[src/rtl/mips_pkg.sv]
// rtl/mips_pkg.sv - shared MIPS opcodes and fetch-stage types
// Purpose: opcode constants shared between the fetch stage and the main decoder,
//          plus the fetch FSM state enum and the fetch FIFO entry struct.
package mips_pkg;

    localparam logic [5:0] OP_RTYPE = 6'b000000;
    localparam logic [5:0] OP_LW    = 6'b100011;
    localparam logic [5:0] OP_SW    = 6'b101011;
    localparam logic [5:0] OP_BEQ   = 6'b000100;
    localparam logic [5:0] OP_ADDI  = 6'b001000;
    localparam logic [5:0] OP_J     = 6'b000010;

    localparam int FETCH_ADDR_W = 32;
    localparam int FETCH_DATA_W = 32;

    typedef enum logic {
        S_RUN   = 1'b0,
        S_DRAIN = 1'b1
    } fetch_state_t;

    typedef struct packed {
        logic [FETCH_DATA_W-1:0] instr;
        logic [FETCH_ADDR_W-1:0] pc;
    } fetch_entry_t;

    function automatic logic [5:0] opcode_of(input logic [FETCH_DATA_W-1:0] instr);
        return instr[31:26];
    endfunction

endpackage

[src/rtl/fetch_fifo.sv]
// rtl/fetch_fifo.sv - instruction buffer between imem responses and decode
// Purpose: DEPTH-entry FIFO of fetch_entry_t. Flush has priority over push and pop.
// Ports:
//   clk, reset        clock, synchronous active-high reset
//   push, push_entry  write an entry (ignored when full unless popping the same cycle)
//   pop               remove head (ignored when empty)
//   flush             discard all entries
//   head              current head entry (contents undefined when empty)
//   count/empty/full  occupancy
module fetch_fifo
    import mips_pkg::*;
#(
    parameter int DEPTH = 2,
    parameter int CNT_W = $clog2(DEPTH + 1)
) (
    input  logic             clk,
    input  logic             reset,
    input  logic             push,
    input  fetch_entry_t     push_entry,
    input  logic             pop,
    input  logic             flush,
    output fetch_entry_t     head,
    output logic [CNT_W-1:0] count,
    output logic             empty,
    output logic             full
);

    localparam int PTR_W = (DEPTH > 1) ? $clog2(DEPTH) : 1;
    localparam logic [PTR_W-1:0] LAST = PTR_W'(DEPTH - 1);

    fetch_entry_t     mem [DEPTH];
    logic [PTR_W-1:0] wr_ptr;
    logic [PTR_W-1:0] rd_ptr;
    logic             do_push;
    logic             do_pop;

    assign empty   = (count == '0);
    assign full    = (count == CNT_W'(DEPTH));
    assign do_pop  = pop && !empty;
    assign do_push = push && (!full || do_pop);
    assign head    = mem[rd_ptr];

    always_ff @(posedge clk) begin
        if (reset || flush) begin
            wr_ptr <= '0;
            rd_ptr <= '0;
            count  <= '0;
        end else begin
            if (do_push) begin
                mem[wr_ptr] <= push_entry;
                wr_ptr      <= (wr_ptr == LAST) ? '0 : wr_ptr + PTR_W'(1);
            end
            if (do_pop) begin
                rd_ptr <= (rd_ptr == LAST) ? '0 : rd_ptr + PTR_W'(1);
            end
            case ({do_push, do_pop})
                2'b10:   count <= count + CNT_W'(1);
                2'b01:   count <= count - CNT_W'(1);
                default: count <= count;
            endcase
        end
    end

endmodule

[src/rtl/instr_fetch.sv]
// rtl/instr_fetch.sv - instruction fetch stage feeding the main decoder
// Purpose: holds the PC, issues in-order imem requests under a credit limit,
//          buffers responses in fetch_fifo and presents them to decode. Execute
//          redirects reload the PC, flush the buffer and drop stale responses.
// Build option: JUMP_PREDECODE_EN - fetch follows j instructions itself.
// Ports:
//   clk, reset                      clock, synchronous active-high reset
//   imem_req_valid/ready/addr       fetch request handshake, addr = pc
//   imem_rsp_valid/data             in-order read data
//   redirect_valid/pc               execute redirect, target bits [1:0] ignored
//   dec_valid/ready                 decode handshake
//   dec_instr/opcode/pc/pcplus4     FIFO head (zero when empty)
module instr_fetch
    import mips_pkg::*;
#(
    parameter int              ADDR_W    = 32,
    parameter int              DATA_W    = 32,
    parameter logic [ADDR_W-1:0] RESET_PC = '0,
    parameter int              BUF_DEPTH = 2
) (
    input  logic              clk,
    input  logic              reset,
    output logic              imem_req_valid,
    input  logic              imem_req_ready,
    output logic [ADDR_W-1:0] imem_req_addr,
    input  logic              imem_rsp_valid,
    input  logic [DATA_W-1:0] imem_rsp_data,
    input  logic              redirect_valid,
    input  logic [ADDR_W-1:0] redirect_pc,
    output logic              dec_valid,
    input  logic              dec_ready,
    output logic [DATA_W-1:0] dec_instr,
    output logic [5:0]        dec_opcode,
    output logic [ADDR_W-1:0] dec_pc,
    output logic [ADDR_W-1:0] dec_pcplus4
);

    localparam int CNT_W = $clog2(BUF_DEPTH + 1);

    fetch_state_t      state, state_nxt;
    logic [ADDR_W-1:0] pc, pc_nxt;
    logic [CNT_W-1:0]  outstanding, outstanding_nxt;
    logic [CNT_W-1:0]  drop_cnt, drop_nxt;

    logic              accept;
    logic              rsp_live;
    logic              drop_last;
    logic              credit;
    logic              push_ok;
    logic              jump_hit;
    logic [ADDR_W-1:0] jump_pc;
    logic [ADDR_W-1:0] rsp_addr;
    logic [ADDR_W-1:0] redirect_target;
    logic              unused_redirect_low;

    fetch_entry_t      push_entry;
    fetch_entry_t      fifo_head;
    logic [CNT_W-1:0]  fifo_count;
    logic              fifo_empty;
    logic              fifo_full;

    assign redirect_target     = {redirect_pc[ADDR_W-1:2], 2'b00};
    assign unused_redirect_low = &{1'b0, redirect_pc[1:0]};

    // A response with nothing outstanding can only be left over from before a
    // reset; it is ignored rather than corrupting the counters.
    assign rsp_live  = imem_rsp_valid && (outstanding != '0);
    assign drop_last = (state == S_DRAIN) && rsp_live && (drop_cnt == CNT_W'(1));
    assign credit    = ({1'b0, outstanding} + {1'b0, fifo_count}) < (CNT_W + 1)'(BUF_DEPTH);

    // The cycle that drops the last stale response may already issue the next fetch.
    assign imem_req_valid = !reset && credit && ((state == S_RUN) || drop_last);
    assign imem_req_addr  = pc;
    assign accept         = imem_req_valid && imem_req_ready;

    // In S_RUN every outstanding request is live and sequential, ending at pc-4,
    // so the oldest one (the one responding) sits at pc - 4*outstanding.
    assign rsp_addr = pc - ADDR_W'({outstanding, 2'b00});
    assign push_ok  = rsp_live && (state == S_RUN) && !redirect_valid;

`ifdef JUMP_PREDECODE_EN
    logic [ADDR_W-1:0] rsp_pcplus4;
    assign rsp_pcplus4 = rsp_addr + ADDR_W'(4);
    assign jump_hit    = push_ok && (opcode_of(FETCH_DATA_W'(imem_rsp_data)) == OP_J);
    assign jump_pc     = (rsp_pcplus4 & {{(ADDR_W - 28){1'b1}}, 28'd0})
                       | ADDR_W'({imem_rsp_data[25:0], 2'b00});
`else
    assign jump_hit = 1'b0;
    assign jump_pc  = pc;
`endif

    always_comb begin
        outstanding_nxt = outstanding;
        case ({accept, rsp_live})
            2'b10:   outstanding_nxt = outstanding + CNT_W'(1);
            2'b01:   outstanding_nxt = outstanding - CNT_W'(1);
            default: outstanding_nxt = outstanding;
        endcase
    end

    // Any redirect (external or predecoded jump) makes every request still in
    // flight after this cycle stale, so drop_cnt simply takes that count; this
    // also covers a redirect while already draining without double counting.
    always_comb begin
        pc_nxt    = pc;
        state_nxt = state;
        drop_nxt  = drop_cnt;
        if (accept) begin
            pc_nxt = pc + ADDR_W'(4);
        end
        if (redirect_valid) begin
            pc_nxt    = redirect_target;
            drop_nxt  = outstanding_nxt;
            state_nxt = (outstanding_nxt != '0) ? S_DRAIN : S_RUN;
        end else if (jump_hit) begin
            pc_nxt    = jump_pc;
            drop_nxt  = outstanding_nxt;
            state_nxt = (outstanding_nxt != '0) ? S_DRAIN : S_RUN;
        end else if ((state == S_DRAIN) && rsp_live) begin
            drop_nxt = drop_cnt - CNT_W'(1);
            if (drop_cnt == CNT_W'(1)) begin
                state_nxt = S_RUN;
            end
        end
    end

    always_ff @(posedge clk) begin
        if (reset) begin
            state       <= S_RUN;
            pc          <= RESET_PC;
            outstanding <= '0;
            drop_cnt    <= '0;
        end else begin
            state       <= state_nxt;
            pc          <= pc_nxt;
            outstanding <= outstanding_nxt;
            drop_cnt    <= drop_nxt;
        end
    end

    assign push_entry.instr = FETCH_DATA_W'(imem_rsp_data);
    assign push_entry.pc    = FETCH_ADDR_W'(rsp_addr);

    fetch_fifo #(
        .DEPTH (BUF_DEPTH),
        .CNT_W (CNT_W)
    ) u_fifo (
        .clk        (clk),
        .reset      (reset),
        .push       (push_ok && !fifo_full),
        .push_entry (push_entry),
        .pop        (dec_valid && dec_ready),
        .flush      (redirect_valid),
        .head       (fifo_head),
        .count      (fifo_count),
        .empty      (fifo_empty),
        .full       (fifo_full)
    );

    assign dec_valid   = !fifo_empty;
    assign dec_instr   = fifo_empty ? '0 : DATA_W'(fifo_head.instr);
    assign dec_opcode  = dec_instr[31:26];
    assign dec_pc      = fifo_empty ? '0 : ADDR_W'(fifo_head.pc);
    assign dec_pcplus4 = fifo_empty ? '0 : ADDR_W'(fifo_head.pc) + ADDR_W'(4);

endmodule

[config.mk]
export PLATFORM = sky130hd
export DESIGN_NAME = instr_fetch
export DESIGN_NICKNAME = d
export VERILOG_FILES = /design/src/rtl/mips_pkg.sv /design/src/rtl/fetch_fifo.sv /design/src/rtl/instr_fetch.sv
export SDC_FILE = /design/constraint.sdc
export NUM_CORES = 1
export LEC_CHECK = 0
export ABC_AREA = 0
export BUFFER_PORTS_ARGS = -buffer_cell sky130_fd_sc_hd__buf_2
export CAP_MARGIN = 20
export CORE_MARGIN = 8
export CORE_UTILIZATION = 49
export CTS_CLUSTER_SIZE = 30
export DETAILED_ROUTE_END_ITERATION = 8
export GPL_TIMING_DRIVEN = 0
export PLACE_DENSITY = 0.76
export SLEW_MARGIN = 20
export SYNTH_ARGS = -nofsm -noshare
export SYNTH_HDL_FRONTEND = slang
export SYNTH_SLANG_ARGS = --single-unit
export TNS_END_PERCENT = 100
[constraint.sdc]
create_clock -name clk -period 8.3 [get_ports clk]
set_clock_uncertainty 0.05 [all_clocks]
set_input_delay 1.245 -clock clk [delete_from_list [all_inputs] [get_ports clk]]
set_output_delay 1.245 -clock clk [all_outputs]
set_load 0.02 [all_outputs]
Yosys cells after proc, flatten, opt, wreduce, memory -nomap -nowiden --
Memory sizes are Yosys's and may differ from the RTL's. A register that Yosys moved wholly into a read port is not among the register bits. Index checks and enable logic that the tools add are counted.
Word-level totals: output and inout bits 136, memory bits (read-only) 0, word-level logic and storage cells 76, bits in latches 0, bits in writable memories 128, bits in registers 41, bits of input ports 70, memories kept 1
Operators by class: shifts and indexed selects 0, $mul 0, divide/modulo/power cells 0, add/sub/neg operators 11, muxes and demuxes 20, equal/unequal tests 6, bitwise gates (word level) 1, magnitude comparators 1, reduce and logical (&&, ||, !) cells 28
Memories:
- u_fifo.mem | depth 2, bits a word 64, rd ports 1, clocked after memory_dff 1, wr ports 1, RTL line fetch_fifo.sv:31 | fetch_entry_t mem [DEPTH];
Operators by type and width (number):
- 2-to-1 mux 32 bit | 5
- adder 32 x 3 -> 32 bit, second input constant | 2
- subtractor 32 x 4 -> 32 bit | 1
- logical AND 1 bit | 12
- nonzero test 2 bit | 6
- 2-to-1 mux 1 bit | 11
- one-hot mux 2 bit (2 select lines) | 2
- equality test 2 x 1 -> 1 bit, second input constant | 3
- equality test 2 bit, second input constant | 3
- subtractor 2 x 1 -> 2 bit, second input constant | 3
- adder 2 x 1 -> 2 bit, second input constant | 2
- logical NOT 1 bit | 4
- 2-to-1 mux 2 bit | 2
- adder 2 x 2 -> 3 bit | 1
- logical OR 1 bit | 3
- < comparator 3 x 2 -> 1 bit, second input constant | 1
- adder 1 bit, second input constant | 2
- logical NOT 2 bit | 1
- AND reduction 2 bit | 1
- OR reduction 2 bit | 1
- inverter 1 bit | 1

Logic depth before layout (Yosys ltp) --
depth in word-level cells 12, mapped depth 12, mapped depth without buffers 10

Cells and area by module --
From an unflattened synthesis, not the netlist that was laid out.
Second synthesis, totals: cells, all modules 828, area total of the unflattened synthesis 9137.5 sq um
By module, submodules not included:
- fetch_fifo | area each 4902.2 sq um, cells an instance 228, seq. area each 3943.8 sq um, times used 1
- instr_fetch | area each 4235.3 sq um, cells an instance 600, seq. area each 700.7 sq um, times used 1

Least setup slack after synthesis --
OpenSTA, ideal clock, no wires.
path kind input-to-reg, start point input port imem_rsp_valid, end point memory u_fifo.mem[1][10] (netlist bit), enable pin, path slack -475 ps, required time 7593 ps, library setup time 657 ps, stages on the path 3, data arrival time 8068 ps, path buffers 0, path through o21a_1 o2111ai_1 nor4b_1
On the way: cells in the longest elaborated chain, start to end 8
RTL lines:
- from (decl) | RTL line instr_fetch.sv:26 | input logic imem_rsp_valid,
- logical AND 1 bit | RTL line instr_fetch.sv:67 | assign rsp_live = imem_rsp_valid && (outstanding != '0);
- logical AND 1 bit (2 in a row) | RTL line instr_fetch.sv:79 | assign push_ok = rsp_live && (state == S_RUN) && !redirect_valid;
- logical AND 1 bit | RTL line instr_fetch.sv:150 | .push (push_ok && !fifo_full),
- logical AND 1 bit | RTL line fetch_fifo.sv:40 | assign do_push = push && (!full || do_pop);
- 2-to-1 mux 1 bit | RTL line fetch_fifo.sv:49 | if (do_push) begin
- 2-to-1 mux 1 bit | RTL line fetch_fifo.sv:44 | if (reset || flush) begin
- 2-to-1 mux 1 bit (not written as such) | RTL line fetch_fifo.sv:50 | mem[wr_ptr] <= push_entry;
- to (decl) | RTL line fetch_fifo.sv:31
Every way passes these cells.

==> metrics.yaml <==
floorplan:
  fp.dieH_um: 149
  coreArea_sq_um: 17300
  dieArea_sq_um: 22200
  die_w_um: 149
  initial_utilization_pct: 50.1
  rows: 48
  io_pins: 206
drt:
  antenna_left: 0
  drc: 0
  m1WireLength_mm: 10.0
  dr.first_iter.drc_count: 465
  num_vias: 6721
  dr.pass1.iters: 5
  via_per_inst: 5.36
  finalWirelength_mm: 22.9
  highest_layer: "met4"
  met2WireLength_mm: 10.8
  wl_per_cell_um: 18.3
  wl_met3_mm: 1.67
logic_synthesis:
  synth_edf_count: 124
  syn_area_sq_um: 8670
  postSynthCellCount: 781
  async_flop_share_pct: 0
  yosys_warnings: 0
  synth.distinct_cells: 66
  synth-main-ff-cell: "edfxtp_1"
  ys_seq_area_share_pct: 52.2
  ys_ff_latch: 164
  syn_avg_cell_area_sq_um: 11.1
setup_path:
  critPathRequiredTime_ps: 7010
  startpoint_type: "flip-flop"
  critPathCaptureType: "primary output"
  arrival_ps: 4260
  crit_type: "reg2out"
  cp_max_fo: 10
  critPathCapture: "dec_pcplus4[26]"
  reg2reg_depth: 8
  r2r_start: "outstanding[1]"
  r2r_slack_ps: 5090
  reg2reg_to: "u_fifo.mem[0][46]"
clock_tree:
  ctsResizeCount: 0
  cts_sinks: 164
  hold_buffers: 0
  clock_latency_ps: 430
  htreeDepth: 4
  path_clk_slew_ps: 60
  cts_setup_buffers: 0
  cts_tree: "done"
  cts_max_path_buffers: 2
  cts-buffers-inserted: 17
  root_buffer: "clkbuf_16"
sta:
  hold-worst-slack_ps: 527
  rsz0062_at_grt: "no"
  setup_viol: 0
  period_needed_ps: 5560
  relSlewSlack_pct: 44.8
  post-route-period-util_pct: 66.9
  fmax_mhz: 180
  tightest_slew_ps: 829
  fin_tns_setup_ps: 0
  final_max_slew_viol_count: 0
  hold_viol_final: 0
power:
  power.total_mw: 2.11
  powerDensity_nw_per_um2: 197
  leakagePower_nw: 4.22
  ir_worst_vdd_v: 0.000162
placement:
  portBuffers: 196
  dp_hpwl_mm: 18.0
  gp_congestion: 0.854
  postPlaceCellArea_sq_um: 10100
run_status:
  status: "completed"
grt:
  grt_max_degree: 17
  grt_overflow: 0
  grt_antenna_before_repair: 0
  first_global_vias: 6716
  grt_usage_pct: 20.5
  grt_pass1_wl_mm: 35.9
flow_run:
  cap_violations: 0
final_layout:
  layout-drive-gt1-share_pct: 30.6
  area_growth_pct: 23.5
  final_nets: 1096
  final_util_pct: 61.9
  diodes: 0
  fillers: 1440
  final_area_sq_um: 10700
worst_hold_path:
  hold_class: "reg2reg"
  hold_depth: 2
-- cells in the final DEF (no fill, tap or decap), types with 5 or more instances in the layout --
cell,count
buf_6,9
a21oi_1,19
mux2i_1,57
and2_1,17
buf_4,21
or4_1,6
nor3_1,18
nand4_1,11
nor3_2,9
buf_2,217
nand3_1,19
xnor2_1,42
buf_1,5
dfxtp_1,40
o21ai_0,9
clkbuf_1,26
clkbuf_16,17
xor2_1,32
nor4_1,8
nand2_1,42
nor4_2,8
inv_1,12
nand2b_1,8
ha_1,7
conb_1,6
edfxtp_1,124
o31ai_1,6
a211oi_1,23
nand3b_1,8
nor2_1,116
-- cells in the mapped netlist (8+ instances only) --
cell	count	share of area, %
clkbuf_1	25	1.1
nand3b_1	8	0.69
nor3_1	18	1.0
nor4_1	9	0.65
a211oi_1	23	2.0
nand2_1	42	1.8
nor3_2	9	1.0
a21oi_1	19	1.1
edfxtp_1	124	43
nand3_1	19	1.1
inv_1	12	0.52
nor2_1	116	5.0
nand4_1	11	0.79
buf_4	16	1.4
xor2_1	32	3.2
buf_2	15	0.87
mux2i_1	57	6.6
and2_1	17	1.2
nand2b_1	8	0.58
o21ai_0	9	0.52
xnor2_1	42	4.2
dfxtp_1	40	9.2
-- routing by layer --
| layer | track usage [%] | vias to the layer above |
|---|---|---|
| met5 | 0 | - |
| met4 | 6.97 | 0 |
| met3 | 4.10 | 31 |
| met2 | 33.6 | 269 |
| met1 | 26.6 | 3129 |
| li1 | - | 3292 |
-- power breakdown --
group / internal (mW) / leakage [nW] / switching, mW
sequential: 0.925 / 1.45 / 0.0274
clock: 0.502 / 0.292 / 0.323
combinational: 0.122 / 2.48 / 0.212
total: 1.55 / 4.22 / 0.563
-- logic make-up (layout without fill, tap and decap cells) --
family | count (synthesis) | in the layout | share of synthesized area, %
simple gates | 299 | 299 | 18.6
flops | 164 | 164 | 52.2
compound gates | 90 | 90 | 7.98
buf+inv | 79 | 322 | 4.69
xor+xnor | 74 | 74 | 7.47
mux | 65 | 65 | 7.62
fa+ha+maj | 9 | 9 | 1.47
other cells | 1 | 6 | 0.0432
-- state kept, by name (all words and copies together) (netlist names), named ones only --
name	flops
outstanding	2
u_fifo.rd_ptr	1
imem_req_addr	30
drop_cnt	2
u_fifo.wr_ptr	1
state	1
u_fifo.mem	124
u_fifo.count	2
-- worst max-delay path, stage by stage (launching register included) --
cell and delay [ps]:
dfxtp_1 320, buf_6 150, buf_2 240, buf_2 320, buf_1 670, nand2_1 150, nand2_1 130, ha_1 190
and2_1 130, clkbuf_1 350, nand4_2 270, nor4_1 380, mux2_1 360, buf_2 160
-- final cells by class --
type                            count  area [sq um]  share of cell area [%]
Timing Repair Buffer              212          1100                    10.3
Buffer                             66           358                    3.34
Tap cell                          225           282                    2.63
Sequential cell                   164          4520                    42.2
Clock buffer                       18           429                    4.01
Multi-Input combinational cell    543          3780                    35.3
Inverter                           13          48.8                   0.456
Clock inverter                     13           183                    1.71
-- stage by stage --
step | setup WS (ps) | cells
after floorplan | 31.6 | 786
after CTS | 2730 | 1254
after global routing | 2500 | 1254
after global placement | -3190 | 1207
final | 2740 | 1254
after detailed placement | 3180 | 1223
-- worst min-delay path by stage --
stage                            end  slack (ps)        startpoint
finish                 u_fifo.rd_ptr         530     u_fifo.rd_ptr
global route        imem_req_addr[3]         550  imem_req_addr[3]
CTS                    u_fifo.rd_ptr         520     u_fifo.rd_ptr
detailed placement         flip-flop         500     u_fifo.rd_ptr
global placement       u_fifo.rd_ptr         490     u_fifo.rd_ptr
floorplan                  flip-flop         470     u_fifo.rd_ptr
Power figures use the tool's default switching activity.
